**src/rtl/ps2_host_cmd_ctrl.sv**
```systemverilog
// ps2_host_cmd_ctrl: sends one command byte to a PS/2 keyboard over open-drain
// clock/data lines, then waits for the ACK or resend byte from the receive path.
module ps2_host_cmd_ctrl #(
    parameter int INHIBIT_CYCLES = 2700,
    parameter int EDGE_TIMEOUT   = 405000,
    parameter int ACK_TIMEOUT    = 540000,
    parameter int MAX_RETRY      = 3
) (
    input  logic       clock_27mhz,
    input  logic       reset,
    input  logic       ps2c_in,
    input  logic       ps2d_in,
    output logic       ps2c_oe,
    output logic       ps2d_oe,
    input  logic       cmd_valid,
    input  logic [7:0] cmd_byte,
    output logic       cmd_ready,
    input  logic       rx_valid,
    input  logic [7:0] rx_byte,
    output logic       rx_hold,
    output logic       done,
    output logic       error,
    output logic [1:0] err_code
);
    localparam int TW = $clog2((ACK_TIMEOUT > EDGE_TIMEOUT ? ACK_TIMEOUT : EDGE_TIMEOUT) + 1);
    localparam int RW = $clog2(MAX_RETRY + 1);

    typedef enum logic [2:0] {S_IDLE, S_INHIBIT, S_RTS, S_SEND, S_LINE_ACK, S_WAIT_RESP} state_t;

    state_t        r_state, w_state_n;
    logic [2:0]    r_c_sync, r_d_sync;
    logic [7:0]    r_byte, w_byte_n;
    logic          r_parity, w_parity_n;
    logic [TW-1:0] r_cnt, w_cnt_n;
    logic [3:0]    r_bit, w_bit_n;
    logic [RW-1:0] r_retry, w_retry_n;
    logic          r_c_oe, w_c_oe_n, r_d_oe, w_d_oe_n;
    logic          r_done, w_done_n, r_error, w_error_n;
    logic [1:0]    r_err_code, w_err_code_n;
    logic          w_fall, w_expired, w_frame_bit;

    assign w_fall      = r_c_sync[2] & ~r_c_sync[1];
    assign w_expired   = r_cnt == '0;
    assign w_frame_bit = r_bit < 4'd8 ? r_byte[r_bit[2:0]] : r_bit == 4'd8 ? r_parity : 1'b1;

    assign ps2c_oe   = r_c_oe;
    assign ps2d_oe   = r_d_oe;
    assign done      = r_done;
    assign error     = r_error;
    assign err_code  = r_err_code;
    assign cmd_ready = r_state == S_IDLE;
    assign rx_hold   = r_state == S_INHIBIT || r_state == S_RTS || r_state == S_SEND || r_state == S_LINE_ACK;

    always_ff @(posedge clock_27mhz) begin
        if (reset) begin
            r_c_sync   <= 3'b111;
            r_d_sync   <= 3'b111;
            r_state    <= S_IDLE;
            r_byte     <= '0;
            r_parity   <= 1'b0;
            r_cnt      <= '0;
            r_bit      <= '0;
            r_retry    <= '0;
            r_c_oe     <= 1'b0;
            r_d_oe     <= 1'b0;
            r_done     <= 1'b0;
            r_error    <= 1'b0;
            r_err_code <= 2'b00;
        end else begin
            r_c_sync   <= {r_c_sync[1:0], ps2c_in};
            r_d_sync   <= {r_d_sync[1:0], ps2d_in};
            r_state    <= w_state_n;
            r_byte     <= w_byte_n;
            r_parity   <= w_parity_n;
            r_cnt      <= w_cnt_n;
            r_bit      <= w_bit_n;
            r_retry    <= w_retry_n;
            r_c_oe     <= w_c_oe_n;
            r_d_oe     <= w_d_oe_n;
            r_done     <= w_done_n;
            r_error    <= w_error_n;
            r_err_code <= w_err_code_n;
        end
    end

    always_comb begin
        w_state_n    = r_state;
        w_byte_n     = r_byte;
        w_parity_n   = r_parity;
        w_cnt_n      = w_expired ? r_cnt : r_cnt - 1'b1;
        w_bit_n      = r_bit;
        w_retry_n    = r_retry;
        w_c_oe_n     = r_c_oe;
        w_d_oe_n     = r_d_oe;
        w_done_n     = 1'b0;
        w_error_n    = 1'b0;
        w_err_code_n = r_err_code;
        case (r_state)
            S_IDLE: if (cmd_valid) begin
                w_byte_n     = cmd_byte;
                w_parity_n   = ~^cmd_byte;
                w_err_code_n = 2'b00;
                w_retry_n    = '0;
                w_cnt_n      = TW'(INHIBIT_CYCLES - 1);
                w_c_oe_n     = 1'b1;
                w_state_n    = S_INHIBIT;
            end
            S_INHIBIT: if (w_expired) begin
                w_d_oe_n  = 1'b1;
                w_state_n = S_RTS;
            end
            S_RTS: begin
                w_c_oe_n  = 1'b0;
                w_cnt_n   = TW'(EDGE_TIMEOUT - 1);
                w_bit_n   = '0;
                w_state_n = S_SEND;
            end
            S_SEND: if (w_fall) begin
                w_d_oe_n  = ~w_frame_bit;
                w_cnt_n   = TW'(EDGE_TIMEOUT - 1);
                w_bit_n   = r_bit + 1'b1;
                w_state_n = r_bit == 4'd9 ? S_LINE_ACK : S_SEND;
            end else if (w_expired) begin
                w_state_n    = S_IDLE;
                w_c_oe_n     = 1'b0;
                w_d_oe_n     = 1'b0;
                w_error_n    = 1'b1;
                w_err_code_n = 2'b01;
            end
            S_LINE_ACK: if (w_fall && !r_d_sync[2]) begin
                w_cnt_n   = TW'(ACK_TIMEOUT - 1);
                w_state_n = S_WAIT_RESP;
            end else if (w_fall || w_expired) begin
                w_state_n    = S_IDLE;
                w_c_oe_n     = 1'b0;
                w_d_oe_n     = 1'b0;
                w_error_n    = 1'b1;
                w_err_code_n = w_fall ? 2'b10 : 2'b01;
            end
            S_WAIT_RESP: if (rx_valid && rx_byte == 8'hFA) begin
                w_done_n  = 1'b1;
                w_state_n = S_IDLE;
            end else if (rx_valid && rx_byte == 8'hFE && r_retry < RW'(MAX_RETRY)) begin
                w_retry_n = r_retry + 1'b1;
                w_cnt_n   = TW'(INHIBIT_CYCLES - 1);
                w_c_oe_n  = 1'b1;
                w_state_n = S_INHIBIT;
            end else if (rx_valid || w_expired) begin
                // rx_valid takes priority over a timeout landing in the same cycle
                w_state_n    = S_IDLE;
                w_error_n    = 1'b1;
                w_err_code_n = rx_valid ? 2'b11 : 2'b10;
            end
            default: w_state_n = S_IDLE;
        endcase
    end
endmodule

```
**config.mk**
```make
export PLATFORM = sky130hd
export DESIGN_NAME = ps2_host_cmd_ctrl
export DESIGN_NICKNAME = d
export VERILOG_FILES = /design/src/rtl/ps2_host_cmd_ctrl.sv
export SDC_FILE = /design/constraint.sdc
export NUM_CORES = 1
export LEC_CHECK = 0
export BUFFER_PORTS_ARGS = -buffer_cell sky130_fd_sc_hd__buf_4
export CORE_ASPECT_RATIO = 1.1
export CORE_MARGIN = 2
export CORE_UTILIZATION = 58
export DETAILED_ROUTE_END_ITERATION = 10
export GPL_TIMING_DRIVEN = 0
export PLACE_DENSITY = 0.79
export SYNTH_ARGS = -nofsm -noshare
export SYNTH_HDL_FRONTEND = slang
export SYNTH_SLANG_ARGS = --single-unit
```
**constraint.sdc**
```tcl
create_clock -name clock_27mhz -period 2.85 [get_ports clock_27mhz]
set_input_delay 0.855 -clock clock_27mhz [delete_from_list [all_inputs] [get_ports clock_27mhz]]
set_output_delay 0.855 -clock clock_27mhz [all_outputs]
set_load 0.05 [all_outputs]
```
* Word-level counts from Yosys, hierarchy flattened
Index checks and enable logic that the tools add are counted.
** Word-level totals
- Register bits after elaboration :: 50
- Output and inout bits :: 8
- Bits of input ports :: 22
- Word-level logic and storage cells :: 130
** Cells by class
- $add $sub $neg :: 3
- Equality and inequality tests :: 23
- Bitwise gates (word level) :: 4
- Mux-type cells :: 58
- Order comparisons :: 3
- Reduce and logical (&&, ||, !) cells :: 26
** Operators with widths (count)
- two-way mux 20 bit :: 6
- case mux 20 bit (5 select lines) :: 1
- two-way mux 3 bit :: 10
- two-way mux 2 bit :: 11
- two-way mux 1 bit :: 21
- zero test 20 bit :: 1
- inequality test 2 bit, second input constant :: 10
- subtractor 20 x 1 -> 20 bit, second input constant :: 1
- case mux 3 bit (6 select lines) :: 1
- equality test 8 bit, second input constant :: 2
- AND reduction 5 bit :: 2
- AND reduction 9 bit :: 1
- equality test 4 bit, second input constant :: 2
- case mux 2 bit (4 select lines) :: 1
- case mux 4 bit (2 select lines) :: 1
- AND reduction 8 bit :: 1
- XNOR reduction 8 bit :: 1
- equality test 3 x 2 -> 1 bit, second input constant :: 2
- equality test 3 bit, second input constant :: 2
- case mux 1 bit (3 select lines) :: 2
- logical OR 1 bit :: 5
- case mux 1 bit (5 select lines) :: 1
- nonzero test 5 bit :: 1
- adder 4 x 1 -> 4 bit, second input constant :: 1
- 23 further kinds :: 30

* Logic depth before layout (Yosys ltp)
Gate-level depths: netlist (run 1).
- Depth after elaboration :: 6
- Mapped depth :: 8
- Gate-level depth less buffers :: 7

* Worst setup path after synthesis (run 1)
Ideal clock, no wire load.
- Path kind :: reg2out
- From :: register r_state[0]
- To :: output port rx_hold
- Data arrival time :: 1.795 ns
- Stages on the path, launching flop included :: 5
- Data required time :: 1.995 ns
- Path buffers :: 2
- Slack :: 0.200 ns
- Cell sequence :: dfxtp_1 > clkbuf_1 > clkbuf_1 > nor2_1 > xnor2_1
** On the way
- Longest elaborated chain between the ends :: 4
- Elaborated cells between the ends (all ways) :: 7
- Classes of those cells :: 4 x eq/ne; 3 x reduce/logical
** Ends and longest elaborated chain
- from (decl) :: RTL line 30 : state_t r_state, w_state_n;
- from (signal assigned) :: RTL line 72 : r_state <= w_state_n;
- equality test 3 x 1 -> 1 bit / equality test 3 x 2 -> 1 bit (equally long branches) :: RTL line 52 : assign rx_hold = r_state == S_INHIBIT || r_state == S_RTS || r_state == S_SEND || r_state == S_LINE_ACK;
- logical OR 1 bit (2 in series) :: RTL line 52
- logical OR 1 bit * :: RTL line 52
- to (decl) :: RTL line 20 : output logic rx_hold,
Every way passes the cells marked *; elsewhere a longest branch is shown, timed or not.

* Final worst setup path (run 1)
Same ends and word-level chain as after synthesis.

==> results by group, run 1 <==
Drt
  – Via count: 2,582
  – TritonRoute pass-1 iters: 5
  – Drt drc: 0
  – Iter 0 DRT Violations: 176
  – ANT nets after route: 0
  – Vias per inst: 6.133
  – WL/cell: 15.63 um
  – Drt total wl: 6.579 mm

Pwr
  – Leak pwr: 0.001103 uW
  – Pwr Density: 987.8 nW/um^2
  – Peak supply drop: 0.3658 mV

CTS
  – Total CTS buffers: 5
  – H-tree depth: 2
  – Clk sink count: 50
  – Postcts setup bufs: 0
  – Clock Tree Root: clkbuf_8
  – Post-CTS sizing: 0
  – TritonCTS clock tree: yes
  – Clock slew at the register clock pins of the worst setup and hold paths: 0.09 ns
  – Cts hold-fix bufs: 0
  – Largest buffer count on any clock path: 2
  – Later-pin clock latency in the skew report: 0.31 ns

Logic synthesis
  – Synth top area cells: dfxtp_1 (36%), xnor2_1 (7.3%), a21oi_1 (6.7%), nand2_1 (5.0%), ha_1 (2.7%)
  – Yosys warns: 0
  – Seq/Total Area, Yosys: 36.35%
  – Largest area contributor in the synthesized netlist: dfxtp_1
  – Count leader, synth: dfxtp_1
  – #FFs+latches synth: 50
  – Post-synth EDFFs: 0
  – Netlist cell types: 61
  – Main synth FF type: dfxtp_1
  – Syn Inst Count: 328
  – Mapped Avg Cell Area: 8.396 sq um
  – Top cells by count, synth: dfxtp_1 (50), a21oi_1 (37), nand2_1 (37)
  – Synth top area share: 36.35%
  – Post-synth net total: 356
  – Post-Syn Area: 2754 sq um
  – Ys async rst share: 0%

STA
  – Worst Clk Skew: 0.006664 ns
  – Max_slew headroom: 19.63%
  – Setup total negative slack: 0 ns
  – Worst-margin pin slew: 1.194 ns
  – RSZ-0062 raised after global routing: false
  – Final Slew Violations: 0
  – F_max: 379.4 MHz
  – Final Setup Violations: 0
  – Fin crit share: 92.48%
  – Tmin final: 2.636 ns
  – Final Hold Vio Count: 0

Setup path
  – Crit-path max FO: 10
  – Cell depth of the worst flop-to-flop path: 7
  – Crit-path slowest cell: dfxtp_1
  – Reg2reg end: err_code[0]
  – CP Cell Sequence: clkbuf_1 -> clkbuf_2 -> nor2_1 -> xnor2_1 -> buf_4
  – Reg2reg setup slack: 0.55 ns
  – Critical Path Sink Type: output pin
  – CP startpoint kind: flip-flop
  – FF-to-FF Start: r_cnt[0]
  – Required time of the critical path: 2.00 ns
  – WP data arrival: 1.78 ns
  – Critical path origin: r_state[0]
  – WS Path Type: flip-flop to output pin
  – CP peak stage delay: 0.36 ns

GRT
  – Vias in the first global route: 2,448
  – Largest net degree at the start of global routing: 17
  – First-pass GRT wire length: 11.32 mm
  – Initial antenna violation count: 0
  – All-Layer GR Usage: 25.90%
  – Gr ovfl total: 0

Final layout
  – Final Instance Area: 3156 sq um
  – Syn-to-layout area delta: 14.58%
  – Final nets: 392
  – Filler cell count: 413
  – Antenna diode count: 0
  – Layout cells sized above 1: 18.36%
  – Final cell count without fillers: 421
  – Final core occ: 68.31%

Hold path
  – Hold Path Origin: r_d_sync[1]
  – Hold WC Path Type: flip-flop to flip-flop
  – Hold Path Cell Cnt: 1
  – Worst Hold Endpoint: r_d_sync[2]

Die
  – Die area: 5316 sq um
  – CORE AREA: 4619 sq um
  – Num ports: 30
  – Die H: 76.27 um
  – Initial Utilization: 59.62%
  – Std cell rows: 26
  – Die Span X: 69.70 um

Job
  – Maxcap violations: 0

Place
  – Dpl cell area: 3042 sq um
  – Detailed Place HPWL: 4.758 mm
  – Number of instances in the placed design: 413
  – Port Buf Inserts: 29
  – Placer Congestion: 0.8502

Status
  – Status: finished clean
## power by group
part / switching (uW) / leakage, uW / internal [uW]
sequential: 151 / 0.000409 / 853
combinational: 979 / 0.000635 / 622
clock: 248 / 0.0000585 / 263
total: 1380 / 0.00110 / 1740
## layout by cell type, fill, tap and decap left out, types with 4 or more instances in the layout
cell type,n
dfxtp_1,50
nand2_1,37
a21oi_1,37
buf_4,29
xnor2_1,23
nor2_1,19
o21ai_0,12
nor3_1,11
clkbuf_1,11
inv_1,9
nand2b_1,8
or2_2,8
nor4_1,7
a211oi_1,6
ha_1,6
nand3_1,5
clkbuf_8,5
nor2b_1,4
o22ai_1,4
## worst max path at each step
stage	slack, ns	to	depth (start not counted)
2_1_floorplan	0.20	rx_hold	4
3_3_place_gp	0.29	err_code[0]	6
3_5_place_dp	0.27	err_code[0]	6
4_1_cts	0.10	rx_hold	5
5_1_grt	0.12	rx_hold	5
6_report	0.21	rx_hold	5
## layout make-up
type | instances | area (sq um) | area share, %
multi-input combinational | 253 | 1648 | 52.22
tap | 56 | 70.07 | 2.220
buffer | 16 | 72.57 | 2.300
clock inverter | 3 | 43.79 | 1.388
clock buffer | 5 | 68.82 | 2.181
timing repair buffer | 29 | 217.7 | 6.899
sequential | 50 | 1001 | 31.72
inverter | 9 | 33.78 | 1.071
## sequential cells by signal, indices dropped and copies added, names as in the netlist
register	flops
ps2c_oe	1
r_d_sync	3
r_state	3
ps2d_oe	1
r_cnt	20
r_parity	1
r_bit	4
r_byte	8
error	1
err_code	2
r_retry	2
r_c_sync	3
done	1
## metrics by stage
stage / total power (uW) / hold WS [ns] / worst slack [ns]
after floorplan: 2206 / 0.3895 / 0.2000
after global placement: 2543 / 0.3909 / 0.2942
after detailed placement: 2577 / 0.3983 / 0.2660
after CTS: 3096 / 0.4211 / 0.1016
after global routing: 3317 / 0.4272 / 0.1244
final: 3117 / 0.4176 / 0.2143
## cell families after synthesis
family	count (synthesis)	share of synthesized area [%]
AO/OA/AOI/OAI	87	20.40
adder cells (fa/ha/maj)	6	2.726
multiplexers	6	3.180
AND/OR/NAND/NOR	130	25.90
buffers and inverters	25	3.816
XOR/XNOR	24	7.633
flip-flops	50	36.35
## layer usage
metal	wire length [um]	track usage, %
met1	2861	32.53
met2	3206	43.85
met3	413	5.423
met4	97	9.423
met5	0	0
## worst max-delay path: cells and delay by family, from the launching register on
kind,cells,cell delay [ns]
xor gates and xnor gates,1,0.15
and+or+nand+nor,1,0.10
DFF,1,0.36
buffers and inverters,3,0.87
(Power assumes the default switching activity.)
==> inputs of run 2 (changes only) <==
--- a/config.mk
+++ b/config.mk
@@ -11,7 +11,8 @@
 export CORE_UTILIZATION = 58
 export DETAILED_ROUTE_END_ITERATION = 10
 export GPL_TIMING_DRIVEN = 0
-export PLACE_DENSITY = 0.79
+export PLACE_DENSITY = 0.81
+export SLEW_MARGIN = 20
 export SYNTH_ARGS = -nofsm -noshare
 export SYNTH_HDL_FRONTEND = slang
 export SYNTH_SLANG_ARGS = --single-unit
==> results by group, run 2 (synthesis results as in run 1) <==
Status
  – Status: finished clean

Drt
  – DR WL met2: 3.135 mm (-2.2%)
  – Top sig layer: met4
  – WL/cell: 15.24 um (-2.5%)
  – Via count: 2,587 (+0.19%)
  – Drt total wl: 6.416 mm (-2.5%)
  – TritonRoute pass-1 iters: 4 (-1)
  – Metal-1 WL: 2.686 mm (-6.1%)
  – Iter 0 DRT Violations: 183 (+4.0%)
  – Vias per inst: 6.145 (+0.19%)
  – Drt drc: 0 (unchanged)
  – Met3 Wirelength: 429 um (+3.9%)
  – ANT nets after route: 0 (unchanged)

CTS
  – Postcts setup bufs: 0 (unchanged)
  – Cts hold-fix bufs: 0 (unchanged)
  – H-tree depth: 2 (unchanged)
  – Later-pin clock latency in the skew report: 0.31 ns (about the same)
  – Clock Tree Root: clkbuf_8
  – Post-CTS sizing: 0 (unchanged)
  – Clock slew at the register clock pins of the worst setup and hold paths: 0.09 ns (about the same)
  – TritonCTS clock tree: yes
  – Largest buffer count on any clock path: 2 (unchanged)
  – Clk sink count: 50 (unchanged)
  – Total CTS buffers: 5 (unchanged)

STA
  – Fin crit share: 92.28% (-0.20 points)
  – Final Hold Vio Count: 0 (unchanged)
  – Worst-margin pin slew: 0.7292 ns (-0.4653 ns)
  – Max_slew headroom: 50.99% (+31 points)
  – F_max: 380.2 MHz (+0.22%)
  – RSZ-0062 raised after global routing: false
  – Tmin final: 2.630 ns (-0.005682 ns)
  – Final WS setup: 0.2200 ns (+0.005682 ns)
  – Final Slew Violations: 0 (unchanged)
  – Setup total negative slack: 0 ns (unchanged)
  – Final Setup Violations: 0 (unchanged)
  – Worst Clk Skew: 0.004138 ns (-0.002526 ns)

Final layout
  – Biggest regs: r_cnt (20), r_byte (8), r_bit (4)
  – Max reg flops: 20 (unchanged)
  – Final nets: 392 (unchanged)
  – Register area: 1001 sq um (unchanged)
  – Highest-count cells in the layout ignoring fill and taps: dfxtp_1 (50), nand2_1 (37), a21oi_1 (37)
  – Antenna diode count: 0 (unchanged)
  – Filler cell count: 420 (+1.7%)
  – Final cell count without fillers: 421 (unchanged)
  – Biggest register: r_cnt
  – Syn-to-layout area delta: 14.72%
  – Commonest non-fill, non-tap cell in the layout: dfxtp_1
  – Layout cells sized above 1: 18.36% (unchanged)
  – Multi-input logic area: 1654 sq um (+0.38%)
  – Final Instance Area: 3159 sq um (+0.12%)

Job
  – Maxcap violations: 0 (unchanged)

Setup path
  – Critical Path Sink Type: output pin
  – Required time of the critical path: 2.00 ns (about the same)
  – WP data arrival: 1.77 ns (about the same)
  – CP startpoint kind: flip-flop
  – WS Path Type: flip-flop to output pin
  – Crit-path max FO: 10 (unchanged)

Die
  – Die H: 76.27 um (unchanged)
  – Initial Utilization: 59.62% (unchanged)
  – Num ports: 30 (unchanged)
  – Die Span X: 69.70 um (unchanged)
  – CORE AREA: 4619 sq um (unchanged)
  – Die area: 5316 sq um (unchanged)
  – Std cell rows: 26 (unchanged)

Place
  – Placer Congestion: 0.8740 (+2.8%)
  – Dpl cell area: 3042 sq um (unchanged)
  – Detailed Place HPWL: 4.735 mm (-0.49%)
  – Port Buf Inserts: 29 (unchanged)
  – Post-place setup slack: 0.2672 ns (+0.001207 ns)
  – Number of instances in the placed design: 413 (unchanged)

GRT
  – Initial antenna violation count: 0 (unchanged)
  – First-pass GRT wire length: 10.97 mm (-3.1%)
  – All-Layer GR Usage: 25.50% (-0.40 points)
  – Vias in the first global route: 2,438 (-0.41%)
  – Largest net degree at the start of global routing: 16 (-1)
  – Gr ovfl total: 0 (unchanged)

Hold path
  – Hold WC Path Type: flip-flop to flip-flop

Pwr
  – Leak pwr: 0.001096 uW (-0.57%)
  – Pwr Density: 976.4 nW/um^2 (-1.2%)
  – Peak supply drop: 0.3883 mV (+6.2%)
[run 2: changes by cell type in the layout (fill, tap and decap cells not counted), sizes merged]
cell and delta:
clkinvlp +1, inv -1, clkinv -1, clkbuf +1
[run 2: power breakdown]
group	switching [uW]	total (uW)	internal, uW
logic	956	1580	626
clock network	237	499	262
registers	151	1000	853
[run 2: area by class of cell]
type,count,share of cell area (%)
multi-input combinational,253,52.36
sequential,50,31.68
timing repair buffer,29,6.891
clock buffer,6,2.297
buffer,16,2.297
tap,56,2.218
clock inverter,2,1.188
inverter,9,1.069
[run 2: critical path: stages (launching register included)]
cell	delay [ns]
dfxtp_1	0.36
clkbuf_1	0.33
clkbuf_2	0.31
nor2_1	0.10
xnor2_1	0.16
buf_4	0.22
[run 2: final timing paths]
check / start / to / slack, ns / cells after the start
worst max-delay path: r_state[0] / rx_hold / 0.22 / 5
worst min-delay path: r_d_sync[1] / r_d_sync[2] / 0.42 / 1
worst max register to register: r_cnt[0] / ps2d_oe / 0.49 / 8
worst min register to register: r_d_sync[1] / r_d_sync[2] / 0.42 / 1
[run 2: metal layers]
metal	vias up	GRT usage (%)
met5	-	0
met4	0	12.31
met2	89	42.21
met3	16	5.556
met1	1220	31.43
li1	1262	-
[run 2: metrics by stage]
stage / utilization, % / power (uW) / hold slack [ns]
detailed placement: 65.85 / 2571 / 0.3991
finish: 68.39 / 3085 / 0.4168
global placement: 65.85 / 2540 / 0.3914
global route: 68.39 / 3302 / 0.4292
floorplan: - / 2206 / 0.3895
CTS: 68.23 / 3075 / 0.4208
